--- config.mk ---
export PLATFORM = sky130hd
export DESIGN_NAME = ifu_fetch
export DESIGN_NICKNAME = d
export VERILOG_FILES = /design/src/rtl/ifu_fetch_pkg.sv /design/src/rtl/ifu_npc.sv /design/src/rtl/ifu_fetch.sv
export SDC_FILE = /design/constraint.sdc
export NUM_CORES = 1
export LEC_CHECK = 0
export ABC_AREA = 1
export CAP_MARGIN = 30
export CORE_MARGIN = 10
export CORE_UTILIZATION = 40
export CTS_CLUSTER_DIAMETER = 60
export DETAILED_ROUTE_END_ITERATION = 8
export PLACE_DENSITY = 0.7
export SLEW_MARGIN = 20
export SYNTH_ARGS = -nofsm -noshare
export SYNTH_HDL_FRONTEND = slang
export SYNTH_SLANG_ARGS = --single-unit
export TNS_END_PERCENT = 50
--- constraint.sdc ---
create_clock -name clk -period 7.5 [get_ports clk]
set_input_delay 1.125 -clock clk [delete_from_list [all_inputs] [get_ports clk]]
set_output_delay 1.125 -clock clk [all_outputs]
set_load 0.01 [all_outputs]
--- src/rtl/ifu_fetch_pkg.sv ---
// Shared fetch-unit definitions: FSM encoding, reset PC, decoder opcodes.
// No logic; imported by the fetch unit and its next-PC helper.
package ifu_fetch_pkg;

  typedef enum logic [1:0] {
    S_FETCH = 2'd0,
    S_WAIT  = 2'd1,
    S_EXEC  = 2'd2
  } fetch_state_t;

  localparam logic [31:0] RESET_PC_DEFAULT = 32'h0000_3000;

  localparam logic [5:0] OP_J   = 6'b000010;
  localparam logic [5:0] OP_BEQ = 6'b000100;

endpackage

--- src/rtl/ifu_npc.sv ---
// Next-PC selection: jump > taken beq > sequential, all modulo 2^32.
// Purely combinational, zero latency, no flow control.
module ifu_npc
  import ifu_fetch_pkg::*;
(
  input  logic [31:0] i_pc,
  input  logic [31:0] i_ins,
  input  logic        i_branch,
  input  logic        i_jump,
  input  logic        i_zero,
  output logic [31:0] o_pc_plus4,
  output logic [31:0] o_npc
);

  logic [31:0] w_br_off;
  logic [31:0] w_br_tgt;
  logic [31:0] w_j_tgt;
  logic        w_unused_opc;

  // Opcode field is the decoder's business; only the immediates matter here.
  assign w_unused_opc = &{1'b0, i_ins[31:26]};

  assign o_pc_plus4 = i_pc + 32'd4;
  assign w_br_off   = {{14{i_ins[15]}}, i_ins[15:0], 2'b00};
  assign w_br_tgt   = o_pc_plus4 + w_br_off;
  assign w_j_tgt    = {o_pc_plus4[31:28], i_ins[25:0], 2'b00};

  always_comb begin
    o_npc = o_pc_plus4;
    if (i_jump) begin
      o_npc = w_j_tgt;
    end else if (i_branch && i_zero) begin
      o_npc = w_br_tgt;
    end
  end

endmodule

--- src/rtl/ifu_fetch.sv ---
// Multi-cycle fetch FSM: FETCH (req until gnt) -> WAIT (rvalid) -> EXEC (hold until ack).
// Min 3 cycles per instruction; stalls on gnt low, missing rvalid, or no ack.
module ifu_fetch
  import ifu_fetch_pkg::*;
#(
  parameter logic [31:0] RESET_PC = RESET_PC_DEFAULT
) (
  input  logic        clk,
  input  logic        rst,
  output logic        imem_req,
  output logic [31:0] imem_addr,
  input  logic        imem_gnt,
  input  logic        imem_rvalid,
  input  logic [31:0] imem_rdata,
  output logic [31:0] ins,
  output logic        ins_valid,
  input  logic        ins_ack,
  input  logic        branch,
  input  logic        jump,
  input  logic        zero,
  output logic [31:0] pc,
  output logic [31:0] pc_plus4
);

  localparam logic [31:0] RESET_PC_ALIGNED = {RESET_PC[31:2], 2'b00};

  fetch_state_t r_state;
  logic [31:0]  r_pc;
  logic [31:0]  r_ins;
  logic         r_ins_valid;
  logic         r_imem_req;
  logic [31:0]  w_npc;
  logic [31:0]  w_pc_plus4;

  ifu_npc u_npc (
    .i_pc       (r_pc),
    .i_ins      (r_ins),
    .i_branch   (branch),
    .i_jump     (jump),
    .i_zero     (zero),
    .o_pc_plus4 (w_pc_plus4),
    .o_npc      (w_npc)
  );

  always_ff @(posedge clk) begin
    if (rst) begin
      r_state     <= S_FETCH;
      r_pc        <= RESET_PC_ALIGNED;
      r_ins       <= 32'd0;
      r_ins_valid <= 1'b0;
      r_imem_req  <= 1'b0;
    end else begin
      case (r_state)
        S_FETCH: begin
          r_imem_req <= 1'b1;
          if (r_imem_req && imem_gnt) begin
            r_imem_req <= 1'b0;
            r_state    <= S_WAIT;
          end
        end
        S_WAIT: begin
          if (imem_rvalid) begin
            r_ins       <= imem_rdata;
            r_ins_valid <= 1'b1;
            r_state     <= S_EXEC;
          end
        end
        S_EXEC: begin
          // Re-arm the request here so the next FETCH issues without a bubble.
          if (ins_ack) begin
            r_pc        <= w_npc;
            r_ins_valid <= 1'b0;
            r_imem_req  <= 1'b1;
            r_state     <= S_FETCH;
          end
        end
        default: begin
          r_imem_req <= 1'b0;
          r_state    <= S_FETCH;
        end
      endcase
    end
  end

  assign imem_req  = r_imem_req;
  assign imem_addr = r_pc;
  assign ins       = r_ins;
  assign ins_valid = r_ins_valid;
  assign pc        = r_pc;
  assign pc_plus4  = w_pc_plus4;

endmodule
# ---- Word-level counts from Yosys, hierarchy flattened
# Index checks and enable logic that the tools add are counted.
dict set report op_classes {
  addsub 2
  n_eq_ne 5
  muxes 12
  bitwise_logic 1
  n_reduce_logical 9
}
# op count
set ops {}
lappend ops {{two-way mux 32 bit} 2}
lappend ops {{adder 32 x 3 -> 32 bit, second input constant} 1}
lappend ops {{adder 32 bit} 1}
lappend ops {{two-way mux 2 bit} 3}
lappend ops {{inequality test 2 bit, second input constant} 3}
lappend ops {{case mux 2 bit (3 select lines)} 1}
lappend ops {{AND reduction 2 bit} 3}
lappend ops {{AND reduction 3 bit} 2}
lappend ops {{two-way mux 1 bit} 4}
lappend ops {{case mux 1 bit (3 select lines)} 1}
lappend ops {{equality test 2 x 1 -> 1 bit, second input constant} 1}
lappend ops {{equality test 2 bit, second input constant} 1}
lappend ops {{logical AND 1 bit} 2}
lappend ops {{logical NOT 2 bit} 1}
lappend ops {{case mux 1 bit (2 select lines)} 1}
lappend ops {{nonzero test 2 bit} 1}
lappend ops {{NOT 1 bit} 1}
dict set report word_totals {
  ff_bits 68
  input_bits 40
  output_inout_bits 130
  elab_cells 34
}

# ---- Depth between registers and ports, before layout
# Gate-level depths: netlist of run 1.
dict set report depth {
  depth_word 4
  mapped_depth 23
  mapped_depth_nobuf 23
}

# ---- By module
# From an unflattened synthesis of run 1, not the netlist that was laid out.
dict set report hier_totals {
  cells_unflattened 1044
  hier_area_um2 6207.2
}
# module instances cells_each area_each_um2 seq_area_each_um2
set modules_own_cells {}
lappend modules_own_cells {ifu_npc 1 710 3559.7 0.0}
lappend modules_own_cells {ifu_fetch 1 334 2647.5 1361.3}

# ---- Worst setup path after synthesis of run 1
# No wires, ideal clock.
dict set report synth_path {
  path_kind {register -> register}
  startpoint {register r_pc[2], in the netlist imem_addr[2]}
  endpoint {register r_pc[27], in the netlist imem_addr[27]}
  setup_ns 0.134
  arrival_time_ns 2.792
  required_time_ns 7.366
  path_slack_ns 4.574
  path_stages_with_launch 23
  n_path_buf 0
  period_less_slack_ns 2.926
  cell_sequence {dfxtp_1 -> ha_1 -> nand3_1 -> inv_1 -> nand2_1 -> nor2_2 -> nand4_1 -> nor2_1 -> nand2_1 -> nand2_1 -> inv_1 -> ha_1 -> nand2_1 -> nor2_1 -> inv_1 -> nor3_1 -> nand2_1 -> nand3_1 -> nand2_1 -> nand3_1 -> nand2_1 -> nand2_1 -> a21oi_1}
}
dict set report synth_between {
  elab_chain_len 4
}
# item line_no
set synth_lines {}
lappend synth_lines {{start, declared} ifu_fetch.sv:28} ;# logic [31:0] r_pc;
lappend synth_lines {{start signal, assigned} ifu_fetch.sv:71} ;# r_pc <= w_npc;
lappend synth_lines {{adder 32 x 3 -> 32 bit} ifu_npc.sv:23} ;# assign o_pc_plus4 = i_pc + 32'd4;
lappend synth_lines {{named net pc_plus4[24]} ifu_fetch.sv:22} ;# output logic [31:0] pc_plus4
lappend synth_lines {{adder 32 bit} ifu_npc.sv:25} ;# assign w_br_tgt = o_pc_plus4 + w_br_off;
lappend synth_lines {{two-way mux 32 bit} ifu_npc.sv:32} ;# end else if (i_branch && i_zero) begin
lappend synth_lines {{two-way mux 32 bit} ifu_npc.sv:30} ;# if (i_jump) begin
# The timed path passes the listed nets, and every way through them passes these cells.
# A chain may end at the register's enable or synchronous reset.

# ---- Final worst setup path of run 1
dict set report layout_path {
  startpoint {register r_pc[2], in the netlist imem_addr[2]}
  endpoint {output pc_plus4[24]}
}
dict set report layout_between {
  elab_chain_len 1
}
# item line_no
set layout_lines {}
lappend layout_lines {{adder 32 x 3 -> 32 bit} ifu_npc.sv:23}
lappend layout_lines {{end, declared} ifu_fetch.sv:22}
# No other way between the ends.

==> results of run 1 <==
path summary, 6_finish.rpt:
check                           depth (start not counted)            end  slack [ps]         start
worst max-delay path                                   10   pc_plus4[24]        3520  imem_addr[2]
worst min-delay path                                    2        ins[26]         460       ins[26]
worst max register to register                         17  imem_addr[25]        3930  imem_addr[2]
worst min register to register                          2        ins[26]         460       ins[26]
final cells by class:
cell class              count  area [µm²]  area share (%)
inverters                 130         488            6.23
well taps                 184         230            2.94
flip-flops and latches     66        1320            16.9
multi-input cells         735        3770            48.1
clock inverters             4        73.8           0.942
clock buffers              11         253            3.22
repair buffers            171        1700            21.7
critical path: stages (launching register included):
cell	delay (ps)
dfxtp_1	450
ha_1	320
nand3_1	220
inv_1	130
nand2_1	110
nor2_2	200
nand4_1	120
o21bai_1	200
nand2_1	80
inv_1	100
clkdlybuf4s50_1	560
power groups by stage:
stage               combinational [µW]  sequential, µW  clock, µW
global route                       149             371        497
CTS                                134             372        481
global placement                   133             379          0
finish                             137             371        477
floorplan                         68.0             379          0
detailed placement                 133             379          0
registers in the layout (all words and copies together) (netlist names):
register / flops
ins: 32
r_state: 2
imem_addr: 30
ins_valid: 1
imem_req: 1
per-layer routing:
metal	vias to the layer above	GRT usage [%]
met5	-	0
met4	0	11.0
met3	55	8.98
met2	301	36.3
met1	3120	27.1
li1	3416	-
metrics by stage:
stage          total power, µW  instances  util [%]  setup slack [ps]  hold WS (ps)
2_1_floorplan              447        994         -              4570           486
3_3_place_gp               512       1285      51.6              3910           448
3_5_place_dp               512       1285      51.6              3870           454
4_1_cts                    986       1300      53.8              3570           460
5_1_grt                   1020       1301      53.9              3330           487
6_report                   985       1301      53.9              3520           460
synth_stat cells (2+ instances only):
library cell,number
nor3_1,15
buf_4,37
o221ai_1,4
dfxtp_1,66
nor2_1,71
nand2_4,2
inv_1,127
a21o_1,3
o211ai_1,2
nand3_1,80
or2_2,2
buf_2,3
o21bai_1,5
xnor2_1,9
xor2_1,20
nand4_1,10
o21ai_0,53
nand2_1,278
a21oi_1,112
a31oi_1,5
nor2_2,4
a21oi_2,2
ha_1,36
buf_1,2
clkbuf_1,21
nand3_2,2
nand2_2,2
clkinv_1,2
kinds of logic (layout without fill, tap and decap cells):
family | Yosys count | count (layout) | synth area share, %
buf+inv | 193 | 316 | 14.6
compound gates | 191 | 191 | 17.2
other cells | 1 | 6 | 0.0631
xor+xnor | 29 | 29 | 4.27
simple gates | 472 | 472 | 33.7
fa+ha+maj | 37 | 37 | 7.92
flops | 66 | 66 | 22.2
==> results.md, run 1 <==
- Max-cap violation count: 0
- Fin area: 0.00784 mm²
- IO buf count: 163
- DR DRC count: 0
- Worst EP required: 6380 ps
- Tcrit/Tclk final: 53.0%
- DR top layer: met4
- CTS max path bufs: 2
- Register share of total power: 37.6%
- Sw frac: 26.1%
- Antenna violations before repair: 0
- Syn avg cell area: 6.01 µm²
- Met2 routed WL: 10,700 µm
- Core area: 0.0145 mm²
- Peak VDD IR: 0.000152 V
- M1 WL: 9870 µm
- CTS Buf Count: 9
- Ant. Diodes: 0
- Drt pass-1 iters: 5
- Antenna-violating nets left: 0
- PwrDens: 126 mW/mm²
- Commonest non-fill, non-tap cell in the layout: nand2_1
- Avg WL per Cell: 18.4 µm
- Leak: 0.00349 µW
- Area leader, netlist: dfxtp_1
- Detail Placement HPWL: 19,000 µm
- Flops & latches, synth: 66
- Async S/R FF share, synth: 0%
- Crit end category: output pin
- First-pass GRT wire length: 37,100 µm
- Area share of the largest cell type after synthesis: 22.2%
- GPL Wtd Cong: 0.982
- Yosys cell types: 42
- Htree depth: 3
- Hold buffer count at cts: 0
- Critical path class: reg -> out
- Status: finished clean
- CP Launch Type: register
- Fmax: 252 MHz
- Total GRT Usage: 23.2%
- Remaining Overflow, GRT: 0
- Clock Skew: 8.06 ps
- Root Buffer Master: clkbuf_16
- Reg clk slew, reported paths: 60 ps
- Vias per cell: 5.30
- DR vias: 6,892
- Cell Int Power: 728 µW
- Slew headroom: 40.3%
- Clock share of power: 48.4%
- Gates resized, CTS repair: 0
- Number of fillers in the final layout: 1,521
- Fin. max-slew vios: 0
- Mapped cell area: 0.00594 mm²
- Clk sink count: 66
- WL met3: 2430 µm
- Row cnt: 44
- Hold Crit Class: reg -> reg
- Tmin final: 3980 ps
- Die area: 0.0201 mm²
- Psw: 257 µW
- Post-CTS Setup Bufs: 0
- Cell Area, Placed: 0.00750 mm²
- Skew-Pair Late Insertion Delay: 340 ps
- Area growth from synthesis to layout: 31.9%
- Arrival time worst endpoint: 2850 ps
- Setup TNS: 0 ps
- Worst-margin pin slew: 892 ps
- Combinational share of power: 13.9%
- Pin count of the biggest net entering global routing: 46
- Vias in the first global route: 6,760
- RSZ-0062 raised after global routing: false
- Die height: 142 µm
- Final setup violation count: 0
- Critical path fanouts, max: 6
- Ys Warns: 0
- CTS tree: built
- Syn Inst Count: 989
- Initial drt markers: 542
- Final Hold Fails: 0
- Layout cell share with drive strength beyond 1: 3.76%
- Synth area leaders: dfxtp_1 22%, nand2_1 18%, a21oi_1 9.4%
- Synth Flop Type: dfxtp_1
- I/O pins: 170
- NumNets Final: 1,190
- Seq/Total Area, Yosys: 22.2%
- Initial Utilization: 40.9%
- Commonest non-fill, non-tap cells in the layout: 278 x nand2_1, 163 x clkdlybuf4s50_1, 127 x inv_1
- Die width: 142 µm
- Post-Route WL: 24,000 µm
- Number of synthesized flops with an enable pin: 0
No activity file was read; power rests on OpenSTA's default activity.
==> run 2: changes to the inputs <==
==> constraint.sdc (replaced) <==
create_clock -name clk -period 3.7 [get_ports clk]
set_input_delay 0.555 -clock clk [delete_from_list [all_inputs] [get_ports clk]]
set_output_delay 0.555 -clock clk [all_outputs]
set_load 0.01 [all_outputs]
==> results.md, run 2 (synthesis results as in run 1) <==
- Status: finished clean
- Combinational share of power: 14.8% (+0.9 points)
- Max reg flops: 32 (unchanged)
- Sw frac: 27.9% (+1.9 points)
- CTS Buf Count: 9 (unchanged)
- Root Buffer Master: clkbuf_16
- Post-Route WL: 24,100 µm (+0.60%)
- Psw: 532 µW (+110%)
- Hold buffer count at cts: 0 (unchanged)
- Antenna violations before repair: 0 (unchanged)
- Crit end category: register
- Clk sink count: 66 (unchanged)
- NumNets Final: 1,203 (+1.1%)
- Register share of total power: 39.3% (+1.7 points)
- Critical path class: reg -> reg
- Tmin final: 3330 ps
- Setup TNS: 0 ps (unchanged)
- Commonest non-fill, non-tap cell in the layout: nand2_1
- DP Cell Count: 1,299 (+1.1%)
- Core area: 0.0145 mm² (unchanged)
- Crit path largest cell delay: 490 ps (-70 ps)
- Final Non-Filler Cells: 1,314 (+1.0%)
- Layout cell share with drive strength beyond 1: 5.04% (+1.3 points)
- Worst-margin pin slew: 753 ps (-139 ps)
- Antenna-violating nets left: 0 (unchanged)
- Arrival time worst endpoint: 3540 ps (+690 ps)
- Row cnt: 44 (unchanged)
- Ant. Diodes: 0 (unchanged)
- Clock Skew: 7.44 ps (-0.625 ps)
- Worst path cell trace: nand2_1, nor3_2, nand2_1, nor2_1, xor2_1, ha_1, nand2_1, inv_1, a21oi_1, nand3_1, nand2_1, nand2_1, nand2_1, nand3_1, nand2_1, a21oi_1
- Initial drt markers: 635 (+17%)
- Commonest non-fill, non-tap cells in the layout: 278 x nand2_1, 163 x clkdlybuf4s50_1, 127 x inv_1
- Die width: 142 µm (unchanged)
- Hold Crit Class: reg -> reg
- Final core occ: 54.3% (+0.42 points)
- Final Hold Fails: 0 (unchanged)
- DR vias: 6,930 (+0.55%)
- PwrDens: 241 mW/mm² (+92%)
- Area growth from synthesis to layout: 32.9%
- Fmax: 300 MHz
- Worst path slowest cell: dfxtp_1
- Avg WL per Cell: 18.4 µm (-0.39%)
- Final setup violation count: 0 (unchanged)
- Critical path fanouts, max: 6 (unchanged)
- First-pass GRT wire length: 37,400 µm (+0.89%)
- Drt pass-1 iters: 5 (unchanged)
- Worst path bufs/invs: 1 (-2)
- Cell Int Power: 1370 µW (+88%)
- IO buf count: 163 (unchanged)
- Number of fillers in the final layout: 1,501 (-1.3%)
- CTS max path bufs: 2 (unchanged)
- DR DRC count: 0 (unchanged)
- Skew-Pair Late Insertion Delay: 350 ps (about the same)
- Fin. max-slew vios: 0 (unchanged)
- Vias per cell: 5.27 (-0.44%)
- Detail Placement HPWL: 19,500 µm (+2.3%)
- Worst EP required: 3910 ps (-2470 ps)
- Tcrit/Tclk final: 90.0%
- Vias in the first global route: 6,604 (-2.3%)
- Initial Utilization: 40.9% (unchanged)
- CTS tree: built
- Critical path's most frequent cell: nand2_1
- Reg clk slew, reported paths: 60 ps (about the same)
- Peak VDD IR: 0.000228 V (+50%)
- Die area: 0.0201 mm² (unchanged)
- Clock share of power: 45.9% (-2.5 points)
- RSZ-0062 raised after global routing: false
- Htree depth: 3 (unchanged)
- I/O pins: 170 (unchanged)
- Total GRT Usage: 23.3% (+0.17 points)
- Pin count of the biggest net entering global routing: 45 (-2.2%)
- GPL Wtd Cong: 0.990 (+0.77%)
- CP Launch Type: register
- Leak: 0.00352 µW (+1.1%)
- Max-cap violation count: 0 (unchanged)
- Die height: 142 µm (unchanged)
- Delay-heaviest family, CP: simple AND/OR/NAND/NOR gates
- Remaining Overflow, GRT: 0 (unchanged)
- Slew headroom: 49.8% (+9.4 points)
==> run 2: cell types whose count changed in the layout (fill, tap and decap cells not counted), sizes merged <==
cell,previous run,this run
bufinv,2,1
clkinvlp,0,3
clkbuf,11,9
buf,8,21
==> run 2: power groups by stage <==
stage / Clock, µW / Sequential (µW) / Combinational [µW]
after floorplan: 0 / 768 / 138
after global placement: 0 / 762 / 279
after detailed placement: 0 / 763 / 280
after CTS: 886 / 747 / 281
after global routing: 909 / 750 / 308
final: 874 / 748 / 282
==> run 2: tightest hold or removal path: cells and delay by family, from the launching register on <==
kind	cells	cell delay, ps
and+or+nand+nor	1	60
AOI/OAI and AO/OA	1	50
DFF	1	310
==> run 2: layer usage <==
metal,global-route usage (%),vias to the layer above,routed length (µm)
met5,0,-,0
met4,7.85,0,617
met2,37.0,335,11100
li1,-,3443,-
met1,29.3,3117,9830
met3,7.18,35,2610
==> run 2: timing repair <==
action / 4_1_cts / 5_1_grt
setup buffers: 0 / 0
endpoints found under the setup margin: 0 / 5
resized for setup: 0 / 2
==> run 2: stage by stage <==
stage	power, µW	setup WS, ps	instance area [µm²]	hold WS, ps
global route	1970	29.1	7900	487
detailed placement	1040	377	7600	453
CTS	1910	346	7890	460
global placement	1040	283	7600	450
finish	1900	369	7900	462
floorplan	905	774	5960	486
==> run 2: layout make-up <==
type / instances / area, µm² / area share, %
Sequential cell: 66 / 1320 / 16.7
Multi-Input combinational cell: 735 / 3780 / 47.8
Tap cell: 184 / 230 / 2.91
Timing Repair Buffer: 184 / 1790 / 22.7
Inverter: 130 / 488 / 6.18
Clock inverter: 6 / 66.3 / 0.840
Clock buffer: 9 / 225 / 2.85
==> run 2: worst paths after layout <==
kind,from,end,slack [ps],depth (start not counted)
max,imem_addr[7],imem_addr[21],370,16
min,ins[27],ins[27],460,2
max reg2reg,imem_addr[7],imem_addr[21],370,16
min reg2reg,ins[27],ins[27],460,2
==> run 3: changes to the inputs <==
--- a/config.mk
+++ b/config.mk
@@ -11,6 +11,7 @@
 export CORE_UTILIZATION = 40
 export CTS_CLUSTER_DIAMETER = 60
 export DETAILED_ROUTE_END_ITERATION = 8
+export GPL_ROUTABILITY_DRIVEN = 0
 export PLACE_DENSITY = 0.7
 export SLEW_MARGIN = 20
 export SYNTH_ARGS = -nofsm -noshare
==> results.md, run 3 (synthesis results as in run 1) <==
- I/O pins: 170 (unchanged)
- Area growth from synthesis to layout: 32.5%
- Detail Placement HPWL: 19,100 µm (-2.0%)
- Clk sink count: 66 (unchanged)
- Clock Skew: 5.03 ps (-2.41 ps)
- Status: finished clean
- Max reg flops: 32 (unchanged)
- Register share of total power: 38.9% (-0.4 points)
- Commonest non-fill, non-tap cells in the layout: 278 x nand2_1, 163 x clkdlybuf4s50_1, 127 x inv_1
- CTS tree: built
- Tmin final: 3500 ps (+164 ps)
- Hold Crit Class: reg -> reg
- Htree depth: 3 (unchanged)
- Initial drt markers: 685 (+7.9%)
- Worst EP required: 3910 ps (about the same)
- Crit end category: register
- Peak VDD IR: 0.000321 V (+41%)
- RSZ-0062 raised after global routing: false
- Critical path fanouts, max: 6 (unchanged)
- DR DRC count: 0 (unchanged)
- PwrDens: 245 mW/mm² (+1.8%)
- Vias in the first global route: 6,676 (+1.1%)
- Antenna-violating nets left: 0 (unchanged)
- Cell Int Power: 1380 µW (+0.56%)
- Die height: 142 µm (unchanged)
- Drt pass-1 iters: 5 (unchanged)
- Fin area: 0.00787 mm² (-0.35%)
- Max-cap violation count: 0 (unchanged)
- Final setup violation count: 0 (unchanged)
- Psw: 551 µW (+3.6%)
- Die area: 0.0201 mm² (unchanged)
- Critical path class: reg -> reg
- Number of fillers in the final layout: 1,477 (-1.6%)
- Final Hold Fails: 0 (unchanged)
- Vias per cell: 5.38 (+2.0%)
- Leak: 0.00350 µW (-0.76%)
- Core area: 0.0145 mm² (unchanged)
- IO buf count: 163 (unchanged)
- CTS Buf Count: 9 (unchanged)
- Setup TNS: 0 ps (unchanged)
- Sw frac: 28.5% (+0.59 points)
- CP Launch Type: register
- Total GRT Usage: 23.4% (+0.049 points)
- Fin. max-slew vios: 0 (unchanged)
- Pin count of the biggest net entering global routing: 45 (unchanged)
- Clock share of power: 46.5% (+0.6 points)
- Combinational share of power: 14.5% (-0.3 points)
- Ant. Diodes: 0 (unchanged)
- Row cnt: 44 (unchanged)
- Initial Utilization: 40.9% (unchanged)
- First-pass GRT wire length: 37,200 µm (-0.48%)
- Slew headroom: 51.5% (+1.8 points)
- Avg WL per Cell: 18.4 µm (+0.12%)
- Layout cell share with drive strength beyond 1: 4.80% (-0.24 points)
- CTS max path bufs: 2 (unchanged)
- Post-Route WL: 24,100 µm (-0.26%)
- DR vias: 7,041 (+1.6%)
- Fmax: 286 MHz (-4.7%)
- Root Buffer Master: clkbuf_16
- Reg clk slew, reported paths: 60 ps (about the same)
- Cell Area, Placed: 0.00756 mm² (-0.59%)
- Worst-margin pin slew: 726 ps (-26.8 ps)
- Die width: 142 µm (unchanged)
- NumNets Final: 1,197 (-0.50%)
- Arrival time worst endpoint: 3700 ps (+160 ps)
- Tcrit/Tclk final: 94.5% (+4.4 points)
- Commonest non-fill, non-tap cell in the layout: nand2_1
- Skew-Pair Late Insertion Delay: 350 ps (about the same)
- Antenna violations before repair: 0 (unchanged)
- Remaining Overflow, GRT: 0 (unchanged)
-- run 3: cell types whose count changed in the layout (fill, tap and decap cells not counted), sizes merged --
| cell | delta |
|---|---|
| clkinvlp | -1 |
| inv | +1 |
| buf | -6 |
| clkinv | +1 |
-- run 3: timing repair --
action / 4_1_cts / 5_1_grt
resized for setup: 0 / 4
buffers inserted: 0 / 0
setup endpoints to repair: 0 / 9
hold buffers: 0 / 0
-- run 3: stage by stage --
stage | std cells | setup WS, ps | power, µW | util (%) | hold slack, ps
after floorplan | 994 | 774 | 905 | - | 486
after global placement | 1293 | 227 | 1040 | 52.0 | 449
after detailed placement | 1293 | 234 | 1040 | 52.0 | 454
after CTS | 1309 | 205 | 1940 | 54.1 | 462
after global routing | 1309 | 21.4 | 1990 | 54.2 | 475
final | 1309 | 205 | 1930 | 54.2 | 463
-- run 3: cell type report --
type,instances,area (µm²),share of cell area (%)
well taps,184,230,2.92
repair buffers,178,1740,22.2
clock buffers,9,225,2.86
multi-input cells,735,3780,48.1
clock inverters,7,76.3,0.970
inverters,130,488,6.20
flip-flops and latches,66,1320,16.8
-- run 3: critical path, cell delays in order, from the launching register on --
cell and delay (ps):
dfxtp_1 530, nand2_1 180, nor3_2 260, nand2_1 170, nor2_1 250, xor2_1 330
ha_1 370, nand2_1 170, inv_1 50, a21oi_1 250, nand3_1 250, nand2_1 140
nand2_1 50, nand2_1 50, nand3_1 120, nand2_1 110, a21oi_1 60
-- run 3: routing by layer --
| layer | track usage, % | vias up | part of all wire [%] |
|---|---|---|---|
| met5 | 0 | - | 0 |
| met4 | 10.2 | 0 | 3.8 |
| li1 | - | 3428 | - |
| met3 | 9.18 | 63 | 12 |
| met1 | 29.1 | 3181 | 40 |
| met2 | 34.9 | 369 | 44 |
-- run 3: path summary, 6_finish.rpt --
check	from	end	slack (ps)	depth (start not counted)
hold reg to reg	ins[31]	ins[31]	460	2
setup reg to reg	imem_addr[7]	imem_addr[21]	200	16
setup / recovery	imem_addr[7]	imem_addr[21]	200	16
hold / removal	ins[31]	ins[31]	460	2
-- run 3: power by group through the flow --
stage	sequential [µW]	clock, µW	combinational (µW)
final	751	899	281
after global routing	753	934	308
after CTS	750	907	280
after detailed placement	766	0	278
after global placement	766	0	277
after floorplan	768	0	138
